### config.mk
export PLATFORM = sky130hd
export DESIGN_NAME = ex_mem_pipe_reg
export DESIGN_NICKNAME = d
export VERILOG_FILES = /design/src/rtl/ex_mem_pipe_reg_pkg.sv /design/src/rtl/pipe_skid_buf.sv /design/src/rtl/ex_mem_pipe_reg.sv
export SDC_FILE = /design/constraint.sdc
export NUM_CORES = 1
export LEC_CHECK = 0
export CAP_MARGIN = 30
export CORE_ASPECT_RATIO = 0.75
export CORE_UTILIZATION = 25
export CTS_BUF_LIST = sky130_fd_sc_hd__clkbuf_16
export CTS_CLUSTER_SIZE = 20
export DETAILED_ROUTE_END_ITERATION = 16
export GPL_ROUTABILITY_DRIVEN = 0
export PLACE_DENSITY = 0.57
export SLEW_MARGIN = 10
export SYNTH_ARGS = -nofsm -noshare
export SYNTH_HDL_FRONTEND = slang
export SYNTH_HIERARCHICAL = 1
export SYNTH_SLANG_ARGS = --single-unit
### constraint.sdc
create_clock -name clk -period 6.9 [get_ports clk]
set_input_delay 2.07 -clock clk [delete_from_list [all_inputs] [get_ports clk]]
set_output_delay 2.07 -clock clk [all_outputs]
set_load 0.05 [all_outputs]
### src/rtl/ex_mem_pipe_reg_pkg.sv
// Shared definitions for the EX->MEM pipeline register: control-bit layout
// inside the packed bundle and the skid-buffer occupancy encoding.
package ex_mem_pipe_reg_pkg;

  localparam int CTRL_W       = 4;
  localparam int CTRL_RW_BIT  = 3;  // reg_write
  localparam int CTRL_M2R_BIT = 2;  // mem_to_reg
  localparam int CTRL_MW_BIT  = 1;  // mem_write
  localparam int CTRL_MR_BIT  = 0;  // mem_read

  typedef enum logic [1:0] {
    SKID_EMPTY = 2'd0,
    SKID_ONE   = 2'd1,
    SKID_TWO   = 2'd2
  } skid_state_e;

endpackage

### src/rtl/pipe_skid_buf.sv
// Generic valid/ready buffer with flush: a 2-entry skid buffer with a registered
// in_ready (SKID=1), or a single entry with combinational in_ready (SKID=0).
module pipe_skid_buf
  import ex_mem_pipe_reg_pkg::*;
#(
  parameter int W    = 8,
  parameter int SKID = 1
) (
  input  logic         clk,
  input  logic         rst,
  input  logic         flush,
  input  logic         in_valid,
  output logic         in_ready,
  input  logic [W-1:0] in_data,
  output logic         out_valid,
  input  logic         out_ready,
  output logic [W-1:0] out_data
);

  generate
    if (SKID != 0) begin : g_skid
      skid_state_e  state_r;
      skid_state_e  state_nxt_s;
      logic [W-1:0] head_r;
      logic [W-1:0] skid_r;
      logic         in_ready_r;
      logic         out_valid_r;
      logic         in_xfer_s;
      logic         out_xfer_s;
      logic         load_head_s;
      logic         load_skid_s;
      logic         move_skid_s;

      assign in_xfer_s  = in_valid & in_ready_r;
      assign out_xfer_s = out_valid_r & out_ready;

      // Occupancy next-state and datapath load selects.
      always_comb begin
        state_nxt_s = state_r;
        load_head_s = 1'b0;
        load_skid_s = 1'b0;
        move_skid_s = 1'b0;
        if (flush) begin
          state_nxt_s = SKID_EMPTY;
        end else begin
          case (state_r)
            SKID_EMPTY: begin
              if (in_xfer_s) begin
                state_nxt_s = SKID_ONE;
                load_head_s = 1'b1;
              end else begin
                state_nxt_s = SKID_EMPTY;
              end
            end
            SKID_ONE: begin
              if (in_xfer_s && out_xfer_s) begin
                state_nxt_s = SKID_ONE;
                load_head_s = 1'b1;
              end else if (in_xfer_s) begin
                state_nxt_s = SKID_TWO;
                load_skid_s = 1'b1;
              end else if (out_xfer_s) begin
                state_nxt_s = SKID_EMPTY;
              end else begin
                state_nxt_s = SKID_ONE;
              end
            end
            SKID_TWO: begin
              if (out_xfer_s) begin
                state_nxt_s = SKID_ONE;
                move_skid_s = 1'b1;
              end else begin
                state_nxt_s = SKID_TWO;
              end
            end
            default: begin
              state_nxt_s = SKID_EMPTY;
            end
          endcase
        end
      end

      // State, handshake flags and entry storage.
      always_ff @(posedge clk) begin
        if (rst) begin
          state_r     <= SKID_EMPTY;
          in_ready_r  <= 1'b1;
          out_valid_r <= 1'b0;
          head_r      <= {W{1'b0}};
          skid_r      <= {W{1'b0}};
        end else begin
          state_r     <= state_nxt_s;
          in_ready_r  <= (state_nxt_s != SKID_TWO);
          out_valid_r <= (state_nxt_s != SKID_EMPTY);
          if (load_head_s) begin
            head_r <= in_data;
          end else if (move_skid_s) begin
            head_r <= skid_r;
          end
          if (load_skid_s) begin
            skid_r <= in_data;
          end
        end
      end

      assign in_ready  = in_ready_r;
      assign out_valid = out_valid_r;
      assign out_data  = head_r;
    end else begin : g_single
      logic         valid_r;
      logic [W-1:0] head_r;
      logic         in_ready_s;
      logic         in_xfer_s;
      logic         out_xfer_s;

      assign in_ready_s = ~valid_r | out_ready;
      assign in_xfer_s  = in_valid & in_ready_s;
      assign out_xfer_s = valid_r & out_ready;

      // Single head entry; a simultaneous in/out transfer replaces it.
      always_ff @(posedge clk) begin
        if (rst) begin
          valid_r <= 1'b0;
          head_r  <= {W{1'b0}};
        end else if (flush) begin
          valid_r <= 1'b0;
        end else if (in_xfer_s) begin
          valid_r <= 1'b1;
          head_r  <= in_data;
        end else if (out_xfer_s) begin
          valid_r <= 1'b0;
        end
      end

      assign in_ready  = in_ready_s;
      assign out_valid = valid_r;
      assign out_data  = head_r;
    end
  endgenerate

endmodule

### src/rtl/ex_mem_pipe_reg.sv
// EX->MEM pipeline register: packs the instruction bundle into a skid buffer,
// squashes x0 writes, gates control bits by valid, drives forwarding taps and a stall counter.
module ex_mem_pipe_reg
  import ex_mem_pipe_reg_pkg::*;
#(
  parameter int DATA_W = 32,
  parameter int REG_AW = 5,
  parameter int SKID   = 1,
  parameter int CNT_W  = 16
) (
  input  logic              clk,
  input  logic              rst,
  input  logic              flush,
  input  logic              in_valid,
  output logic              in_ready,
  input  logic              in_reg_write,
  input  logic              in_mem_to_reg,
  input  logic              in_mem_write,
  input  logic              in_mem_read,
  input  logic [DATA_W-1:0] in_alu_result,
  input  logic [DATA_W-1:0] in_write_data,
  input  logic [REG_AW-1:0] in_write_reg,
  input  logic [DATA_W-1:0] in_pc_plus4,
  output logic              out_valid,
  input  logic              out_ready,
  output logic              out_reg_write,
  output logic              out_mem_to_reg,
  output logic              out_mem_write,
  output logic              out_mem_read,
  output logic [DATA_W-1:0] out_alu_result,
  output logic [DATA_W-1:0] out_write_data,
  output logic [REG_AW-1:0] out_write_reg,
  output logic [DATA_W-1:0] out_pc_plus4,
  output logic              fwd_valid,
  output logic [REG_AW-1:0] fwd_reg,
  output logic [DATA_W-1:0] fwd_data,
  output logic [CNT_W-1:0]  stall_cnt
);

  localparam int BUNDLE_W = CTRL_W + 3 * DATA_W + REG_AW;
  localparam int REG_LSB  = 0;
  localparam int PC_LSB   = REG_AW;
  localparam int WD_LSB   = REG_AW + DATA_W;
  localparam int ALU_LSB  = REG_AW + 2 * DATA_W;
  localparam int CTRL_LSB = REG_AW + 3 * DATA_W;

  logic [CTRL_W-1:0]   in_ctrl_s;
  logic [BUNDLE_W-1:0] in_bundle_s;
  logic [BUNDLE_W-1:0] out_bundle_s;
  logic [CTRL_W-1:0]   out_ctrl_s;
  logic                head_valid_s;
  logic [CNT_W-1:0]    stall_cnt_r;

  // x0 is hard-wired zero, so a write to it must never reach the register file or forwarding.
  assign in_ctrl_s = {in_reg_write & (in_write_reg != {REG_AW{1'b0}}),
                      in_mem_to_reg, in_mem_write, in_mem_read};
  assign in_bundle_s = {in_ctrl_s, in_alu_result, in_write_data, in_pc_plus4, in_write_reg};

  pipe_skid_buf #(
    .W    (BUNDLE_W),
    .SKID (SKID)
  ) u_buf (
    .clk       (clk),
    .rst       (rst),
    .flush     (flush),
    .in_valid  (in_valid),
    .in_ready  (in_ready),
    .in_data   (in_bundle_s),
    .out_valid (head_valid_s),
    .out_ready (out_ready),
    .out_data  (out_bundle_s)
  );

  // A flushed entry leaves stale data behind; gating keeps its control bits inert.
  assign out_ctrl_s     = out_bundle_s[CTRL_LSB +: CTRL_W] & {CTRL_W{head_valid_s}};
  assign out_valid      = head_valid_s;
  assign out_reg_write  = out_ctrl_s[CTRL_RW_BIT];
  assign out_mem_to_reg = out_ctrl_s[CTRL_M2R_BIT];
  assign out_mem_write  = out_ctrl_s[CTRL_MW_BIT];
  assign out_mem_read   = out_ctrl_s[CTRL_MR_BIT];
  assign out_alu_result = out_bundle_s[ALU_LSB +: DATA_W];
  assign out_write_data = out_bundle_s[WD_LSB +: DATA_W];
  assign out_pc_plus4   = out_bundle_s[PC_LSB +: DATA_W];
  assign out_write_reg  = out_bundle_s[REG_LSB +: REG_AW];

  assign fwd_valid = head_valid_s & out_reg_write & ~out_mem_to_reg;
  assign fwd_reg   = out_write_reg;
  assign fwd_data  = out_alu_result;

  // Saturating count of MEM back-pressure cycles; only reset clears it.
  always_ff @(posedge clk) begin
    if (rst) begin
      stall_cnt_r <= {CNT_W{1'b0}};
    end else if (head_valid_s && !out_ready && (stall_cnt_r != {CNT_W{1'b1}})) begin
      stall_cnt_r <= stall_cnt_r + {{(CNT_W-1){1'b0}}, 1'b1};
    end
  end

  assign stall_cnt = stall_cnt_r;

endmodule

**After elaboration in Yosys (flattened, before gate mapping)**

Cells that the tools add are included.

- Input port bits: 110
- Register bits after elaboration: 230
- Word-level logic and storage cells: 45
- Output and inout bits: 161

- Multiplexer cells: 19
- Bitwise gates (word level): 7
- $add $sub $neg: 1
- Reduce and logical (&&, ||, !) cells: 8
- Equality and inequality tests: 4

Operator list:

| operator | number |
|---|---|
| 105-bit 2-to-1 mux | 2 |
| 16-bit by 1-bit adder with 16-bit output, second input constant | 1 |
| 16-bit inequality test, second input constant | 1 |
| 1-bit 2-to-1 mux | 11 |
| 2-bit 2-to-1 mux | 4 |
| 2-bit one-hot mux with 3 select lines | 1 |
| 1-bit bitwise AND | 5 |
| 5-bit nonzero test | 1 |
| 4-bit bitwise AND | 1 |
| 2-bit nonzero test | 2 |
| 1-bit logical AND | 3 |
| 2-bit by 1-bit equality test with 1-bit output, second input constant | 1 |
| 2-bit equality test, second input constant | 1 |
| 2-bit zero test | 1 |
| 2-bit inequality test, second input constant | 1 |
| 1-bit one-hot mux with 2 select lines | 1 |
| 1-bit zero test | 1 |
| 1-bit inverter | 1 |

**Logic depth before layout (Yosys ltp)**

Gate-level depths: netlist of run 1.

- Word-level depth: 7
- Gate-level depth with buffers: 9
- Gate-level depth less buffers: 6

**Modules after synthesis**

Netlist of run 1, hierarchy kept.

Modules (own cells, without submodules):

| module | times used | seq. area each (µm²) | cells each | area an instance (µm²) |
|---|---|---|---|---|
| pipe_skid_buf | 1 | 4284.1 | 845 | 7833.8 |
| ex_mem_pipe_reg | 1 | 320.3 | 138 | 1163.6 |

**Worst setup path after synthesis of run 1**

No wires, ideal clock.

- Path type: reg2out
- From: register u_buf.g_skid.out_valid_r (netlist: u_buf/out_valid)
- To: output fwd_valid
- Arrival time: 2.025 ns
- Buffers on the path: 0
- Cell stages (with the launch flop): 3
- Required time: 4.830 ns
- Path slack: 2.805 ns
- Cells stage by stage: dfxtp_1 > and2_1 > nor2b_1

- Cells in the longest elaborated chain, start to end: 3
- Elaborated cells on any way between the ends: 4
- Those cells by class: bitwise: 4

RTL lines:

| item | RTL line | text |
|---|---|---|
| start: declaration | pipe_skid_buf.sv:27 | `logic out_valid_r;` |
| start signal: assignment | pipe_skid_buf.sv:94 | `out_valid_r <= (state_nxt_s != SKID_EMPTY);` |
| 4-bit bitwise AND | ex_mem_pipe_reg.sv:75 | `assign out_ctrl_s = out_bundle_s[CTRL_LSB +: CTRL_W] & {CTRL_W{head_valid_s}};` |
| net out_reg_write | ex_mem_pipe_reg.sv:26 | `output logic out_reg_write,` |
| 1-bit bitwise AND (2 in a row) | ex_mem_pipe_reg.sv:86 | `assign fwd_valid = head_valid_s & out_reg_write & ~out_mem_to_reg;` |
| end: declaration | ex_mem_pipe_reg.sv:34 | `output logic fwd_valid,` |

The timed path passes the listed nets, and every way through them passes these cells.

**Worst setup path after layout of run 1**

- From: register u_buf.g_skid.out_valid_r (netlist: u_buf/out_valid)
- To: output fwd_valid

- Cells in the longest elaborated chain, start to end: 3
- Elaborated cells on any way between the ends: 4
- Those cells by class: bitwise: 4

RTL lines:

| item | RTL line |
|---|---|
| 4-bit bitwise AND | ex_mem_pipe_reg.sv:75 |
| 1-bit bitwise AND / 1-bit inverter (equally long branches) | ex_mem_pipe_reg.sv:86 |
| 1-bit bitwise AND (*) | ex_mem_pipe_reg.sv:86 |

Mark *: on every way between the ends. The rest lies on a longest branch, timed or not.

==> impl_metrics.json, run 1 <==
{
  "status": "finished, final reports clean",
  "net-switching-power_uw": 875.5,
  "die_height_microns": 166.3,
  "vias_per_cell": 4.794,
  "worstPathRequired_ns": 4.83,
  "firstDrtPassIters": 4,
  "grt_pass1_wl_mm": 43.70,
  "postSynthNetCount": 1096,
  "path_cells": "and2_1 -> nor2b_1 -> clkdlybuf4s50_1",
  "tns_ns": 0,
  "crit_path_top_delay_cell": "clkdlybuf4s50_1",
  "internal_power_mw": 2.319,
  "final_nets": 1285,
  "netlist-cell-type-count": 53,
  "p_leak_nw": 4.782,
  "cts_root_buf": "clkbuf_16",
  "n_fill_cell": 3518,
  "slew_viol_final": 0,
  "ys.flop_type": "dfxtp_1",
  "netlist_instances": 983,
  "diodes": 0,
  "cts_resized": 0,
  "vias": 7896,
  "ios": 271,
  "area_growth_pct": 40.08,
  "post_cts_buffers": 0,
  "antenna_found_initial": 0,
  "grt_max_degree": 75,
  "totalWireLength_mm": 27.55,
  "grt_pass1_vias": 7653,
  "start_kind": "register",
  "grtUsageTotal_pct": 14.55,
  "placedCellCount": 1602,
  "ctsHoldBuffers": 0,
  "grt_setup_unrepaired": "no",
  "instances_no_fill": 1647,
  "yosysMostFrequentCell": "dfxtp_1",
  "min_path_type": "register to register",
  "yosysWarningCount": 6,
  "drc_errors": 0,
  "ant_nets": 0,
  "clk_latency_ns": 0.53,
  "p_clk_share_pct": 41.1,
  "initial_core_util_pct": 25.66,
  "wl_per_cell_microns": 16.73,
  "setup_viol": 0,
  "die_area_sq_um": 36760,
  "hold_viol": 0,
  "powerDensity_nw_per_um2": 253.5,
  "die_x_microns": 221.1,
  "synthArstFlopShare_pct": 0,
  "r2r_slack_ns": 4.24,
  "cp-end-kind": "primary output",
  "grt_overflow_total": 0,
  "design.core.area_sq_um": 35060,
  "synth-edff-count": 0,
  "critPathKind": "register to primary output",
  "worst_pin_slew_ns": 0.9215,
  "netlist_area_sq_um": 8997,
  "power.share.switching_pct": 27.41,
  "h-tree-depth": 1,
  "drive_gt1_share_pct": 5.042,
  "combPwrFrac_pct": 14.8,
  "synth_area_leader_cell": "dfxtp_1",
  "initialDrtViolationCount": 528,
  "post-route-period-util_pct": 63.89,
  "hpwlAfterDp_mm": 17.23,
  "io_buffers": 270,
  "finClkSkew_ns": 0.02186,
  "cts_max_path_buffers": 3,
  "max_stage_delay_ns": 0.80,
  "rows": 59,
  "irDropWorstVdd_uv": 120.2,
  "crit_fanout": 10,
  "synth_top_area_share_pct": 51.18,
  "seq_area_frac_synth_pct": 51.18,
  "fmax_mhz": 226.8,
  "worst_ep_arrival_time_ns": 2.34,
  "cts_tree": "built",
  "ys_ff_latch": 230,
  "slew_headroom_pct": 38.57,
  "final_core_util_pct": 35.94,
  "seqPwrFrac_pct": 44.1,
  "numCtsBuffers": 25,
  "synth_area_leaders": "dfxtp_1 51%, a221o_1 12%, nand2_1 9.1%, and3_1 7.4%, a21oi_1 6.3%",
  "path_clk_slew_ns": 0.06,
  "max-cap-violations": 0,
  "post_synth.cell_area_avg_sq_um": 9.153,
  "clock_sinks": 230,
  "netlist_top_cells_count": "230 x dfxtp_1, 219 x nand2_1, 113 x a21oi_1",
  "finalCriticalPeriod_ns": 4.408
}
-- path summary, 6_finish.rpt --
check / start / cells after the start / end
worst max-delay path: u_buf/out_valid / 3 / fwd_valid
worst min-delay path: u_buf/g_skid.skid_r[0] / 2 / u_buf/g_skid.skid_r[0]
worst max register to register: u_buf/out_valid / 6 / u_buf/g_skid.skid_r[39]
worst min register to register: u_buf/g_skid.skid_r[0] / 2 / u_buf/g_skid.skid_r[0]
-- per-stage QoR --
stage          hold WS [ns]  total power [mW]  worst slack, ns  area, sq um
2_1_floorplan        0.4319             1.717            2.805         8997
3_3_place_gp         0.4369             1.910            2.246        11770
3_5_place_dp         0.4418             1.914            2.156        11820
4_1_cts              0.4502             3.240            2.484        12600
5_1_grt              0.4623             3.324            2.400        12600
6_report             0.4484             3.195            2.492        12600
-- worst max-delay path: cells and delay by family (launching register included) --
family / cells / cell delay (ns)
buffers and inverters: 1 / 0.80
flip-flops: 1 / 0.62
AND/OR/NAND/NOR: 2 / 0.37
-- layout make-up --
type	count	area [sq um]	area share, %
timing repair buffer	282	2823	22.40
inverter	5	18.77	0.1489
tap	457	571.8	4.537
sequential	230	4604	36.53
clock buffer	25	625.6	4.964
multi-input combinational	628	3799	30.14
clock inverter	20	161.4	1.281
-- cells by family (layout without fill, tap and decap cells) --
kind of cell | after synthesis | after routing | synth area share [%]
xor gates and xnor gates | 1 | 1 | 0.09736
muxes | 2 | 2 | 0.2225
adders and majority gates | 3 | 3 | 0.4172
buffers and inverters | 125 | 332 | 6.995
AOI/OAI and AO/OA | 244 | 244 | 20.57
DFF | 230 | 230 | 51.18
and+or+nand+nor | 378 | 378 | 20.53
-- per-layer routing --
layer	track usage [%]	vias to the layer above	part of all wire, %
li1	-	3904	-
met1	20.49	3748	49
met2	22.44	213	44
met3	3.592	31	5.7
met4	2.888	0	1.6
met5	0	-	0
-- registers in the layout (all words and copies together) (netlist names) --
signal                count
stall_cnt                16
u_buf/g_skid.skid_r     105
u_buf/g_skid.state_r      2
u_buf/in_ready            1
u_buf/out_data          105
u_buf/out_valid           1
-- cells in the final DEF, fill, tap and decap left out, types with 2 or more instances in the layout --
cell type / netlist / layout
nor3_1: 4 / 4
o21a_1: 5 / 4
mux2i_1: 2 / 2
nand3_1: 5 / 5
nand2_1: 219 / 219
and2_1: 5 / 5
and3_1: 106 / 106
a21oi_1: 113 / 113
o21ai_0: 3 / 3
or4_1: 4 / 4
clkinv_1: 0 / 7
buf_4: 38 / 11
nand2b_1: 2 / 2
a221o_1: 105 / 105
inv_1: 5 / 12
o31ai_1: 4 / 4
or3_1: 4 / 4
clkdlybuf4s50_1: 0 / 269
ha_1: 3 / 3
o41ai_1: 3 / 3
dfxtp_1: 230 / 230
nor2_1: 8 / 7
bufinv_16: 0 / 3
clkbuf_16: 0 / 25
clkinv_2: 0 / 2
nand4_1: 3 / 3
-- power by group through the flow --
stage                     sequential, mW  clock (mW)  combinational [mW]
after floorplan                     1.56           0               0.161
after CTS                           1.41        1.35               0.477
after global placement              1.44           0               0.473
final                               1.41        1.31               0.474
after global routing                1.41        1.41               0.496
after detailed placement            1.44           0               0.476
Power figures use the tool's default switching activity.
==> inputs of run 2 (changes only) <==
--- a/config.mk
+++ b/config.mk
@@ -12,7 +12,7 @@
 export CTS_CLUSTER_SIZE = 20
 export DETAILED_ROUTE_END_ITERATION = 16
 export GPL_ROUTABILITY_DRIVEN = 0
-export PLACE_DENSITY = 0.57
+export PLACE_DENSITY = 0.59
 export SLEW_MARGIN = 10
 export SYNTH_ARGS = -nofsm -noshare
 export SYNTH_HDL_FRONTEND = slang
==> constraint.sdc (replaced) <==
create_clock -name clk -period 3.76 [get_ports clk]
set_input_delay 1.128 -clock clk [delete_from_list [all_inputs] [get_ports clk]]
set_output_delay 1.128 -clock clk [all_outputs]
set_load 0.05 [all_outputs]
==> impl_metrics.json, run 2 (same netlist as run 1, synthesis figures left out) <==
{
  "final_area_sq_um": 12640,
  "rows": 59,
  "initialDrtViolationCount": 560,
  "h-tree-depth": 1,
  "finClkSkew_ns": 0.008350,
  "placedCellCount": 1604,
  "grt_pass1_vias": 7372,
  "min_path_type": "register to register",
  "drc_errors": 0,
  "initial_core_util_pct": 25.66,
  "fmax_mhz": 300.2,
  "met3_usage_pct": 4.052,
  "status": "finished, final reports clean",
  "min_from": "u_buf/g_skid.skid_r[49]",
  "critPathKind": "register to primary output",
  "setup_viol": 0,
  "slew_viol_final": 0,
  "drive_gt1_share_pct": 5.626,
  "slew_headroom_pct": 48.28,
  "p_leak_nw": 4.775,
  "hold_viol": 0,
  "cts_max_path_buffers": 3,
  "post-route-period-util_pct": 88.59,
  "clock_sinks": 230,
  "vias_per_cell": 4.817,
  "die_area_sq_um": 36760,
  "path_clk_slew_ns": 0.06,
  "grtUsageMet2_pct": 22.45,
  "fin_ws_ns": 0.4288,
  "grt_setup_unrepaired": "no",
  "totalWireLength_mm": 27.95,
  "clk_latency_ns": 0.53,
  "worstPathRequired_ns": 2.63,
  "r2r_slack_ns": 1.49,
  "final_cell_mix": "269 x clkdlybuf4s50_1, 230 x dfxtp_1, 219 x nand2_1",
  "instances_no_fill": 1649,
  "die_height_microns": 166.3,
  "grt_overflow_total": 0,
  "p_total_mw": 5.772,
  "firstDrtPassIters": 5,
  "tns_ns": 0,
  "grt_max_degree": 107,
  "numCtsBuffers": 25,
  "max-cap-violations": 0,
  "worst_ep_arrival_time_ns": 2.20,
  "area_growth_pct": 40.45,
  "final_core_util_pct": 36.04,
  "antenna_found_initial": 1,
  "ant_nets": 0,
  "die_x_microns": 221.1,
  "place_area_sq_um": 11890,
  "grtUsageMet1_pct": 19.94,
  "r2r_end": "u_buf/out_data[101]",
  "reg2reg_depth": 8,
  "io_buffers": 270,
  "finalCriticalPeriod_ns": 3.331,
  "grtUsageTotal_pct": 14.55,
  "cts_tree": "built",
  "post_cts_buffers": 0,
  "crit_fanout": 7,
  "cts_resized": 0,
  "final_common_cell": "clkdlybuf4s50_1",
  "worst_r2r_startpoint": "u_buf/out_valid",
  "worst_pin_slew_ns": 0.7758,
  "powerDensity_nw_per_um2": 456.8,
  "design.core.area_sq_um": 35060,
  "ios": 271,
  "min_to": "u_buf/g_skid.skid_r[49]",
  "cp-end-kind": "primary output",
  "ctsHoldBuffers": 0,
  "vias": 7944,
  "final_nets": 1287,
  "busiest_layer": "met2",
  "hold_depth": 2,
  "wl_per_cell_microns": 16.95,
  "start_kind": "register",
  "grt_pass1_wl_mm": 43.39,
  "hold_ws_ns": 0.4486,
  "irDropWorstVdd_uv": 228.1,
  "place_ws_ns": 0.3989,
  "cts_root_buf": "clkbuf_16",
  "hpwlAfterDp_mm": 16.98
}
## run 2: final cells by class
type | instances | area (sq um)
Clock inverter | 19 | 120.1
Antenna cell | 1 | 2.502
Sequential cell | 230 | 4604
Clock buffer | 25 | 625.6
Timing Repair Buffer | 284 | 2893
Multi-Input combinational cell | 628 | 3801
Inverter | 5 | 18.77
Fill cell | 3470 | 22430
Tap cell | 457 | 571.8
## run 2: worst max-delay path: stages, from the launching register on
cell             delay [ns]
dfxtp_1                0.49
and2_1                 0.24
nor2b_1                0.14
clkdlybuf4s50_1        0.80
## run 2: worst max-delay path by stage
stage,from,end,slack [ns],depth (start not counted)
detailed placement,out_ready,u_buf/out_data[54],0.40,8
finish,u_buf/out_valid,fwd_valid,0.43,3
CTS,u_buf/out_valid,fwd_valid,0.38,3
global placement,flush,u_buf/out_data[38],0.46,6
global route,u_buf/out_valid,fwd_valid,0.30,3
floorplan,u_buf/out_valid,fwd_valid,0.61,2
## run 2: where the power goes
group | internal [mW] | switching (mW)
logic | 0.336 | 0.546
clock network | 1.28 | 1.03
registers | 2.52 | 0.0581
## run 2: layer usage
layer | wire length, microns | share of wire (%)
met5 | 0 | 0
met2 | 12480 | 45
met4 | 673 | 2.4
met1 | 13050 | 47
met3 | 1751 | 6.3
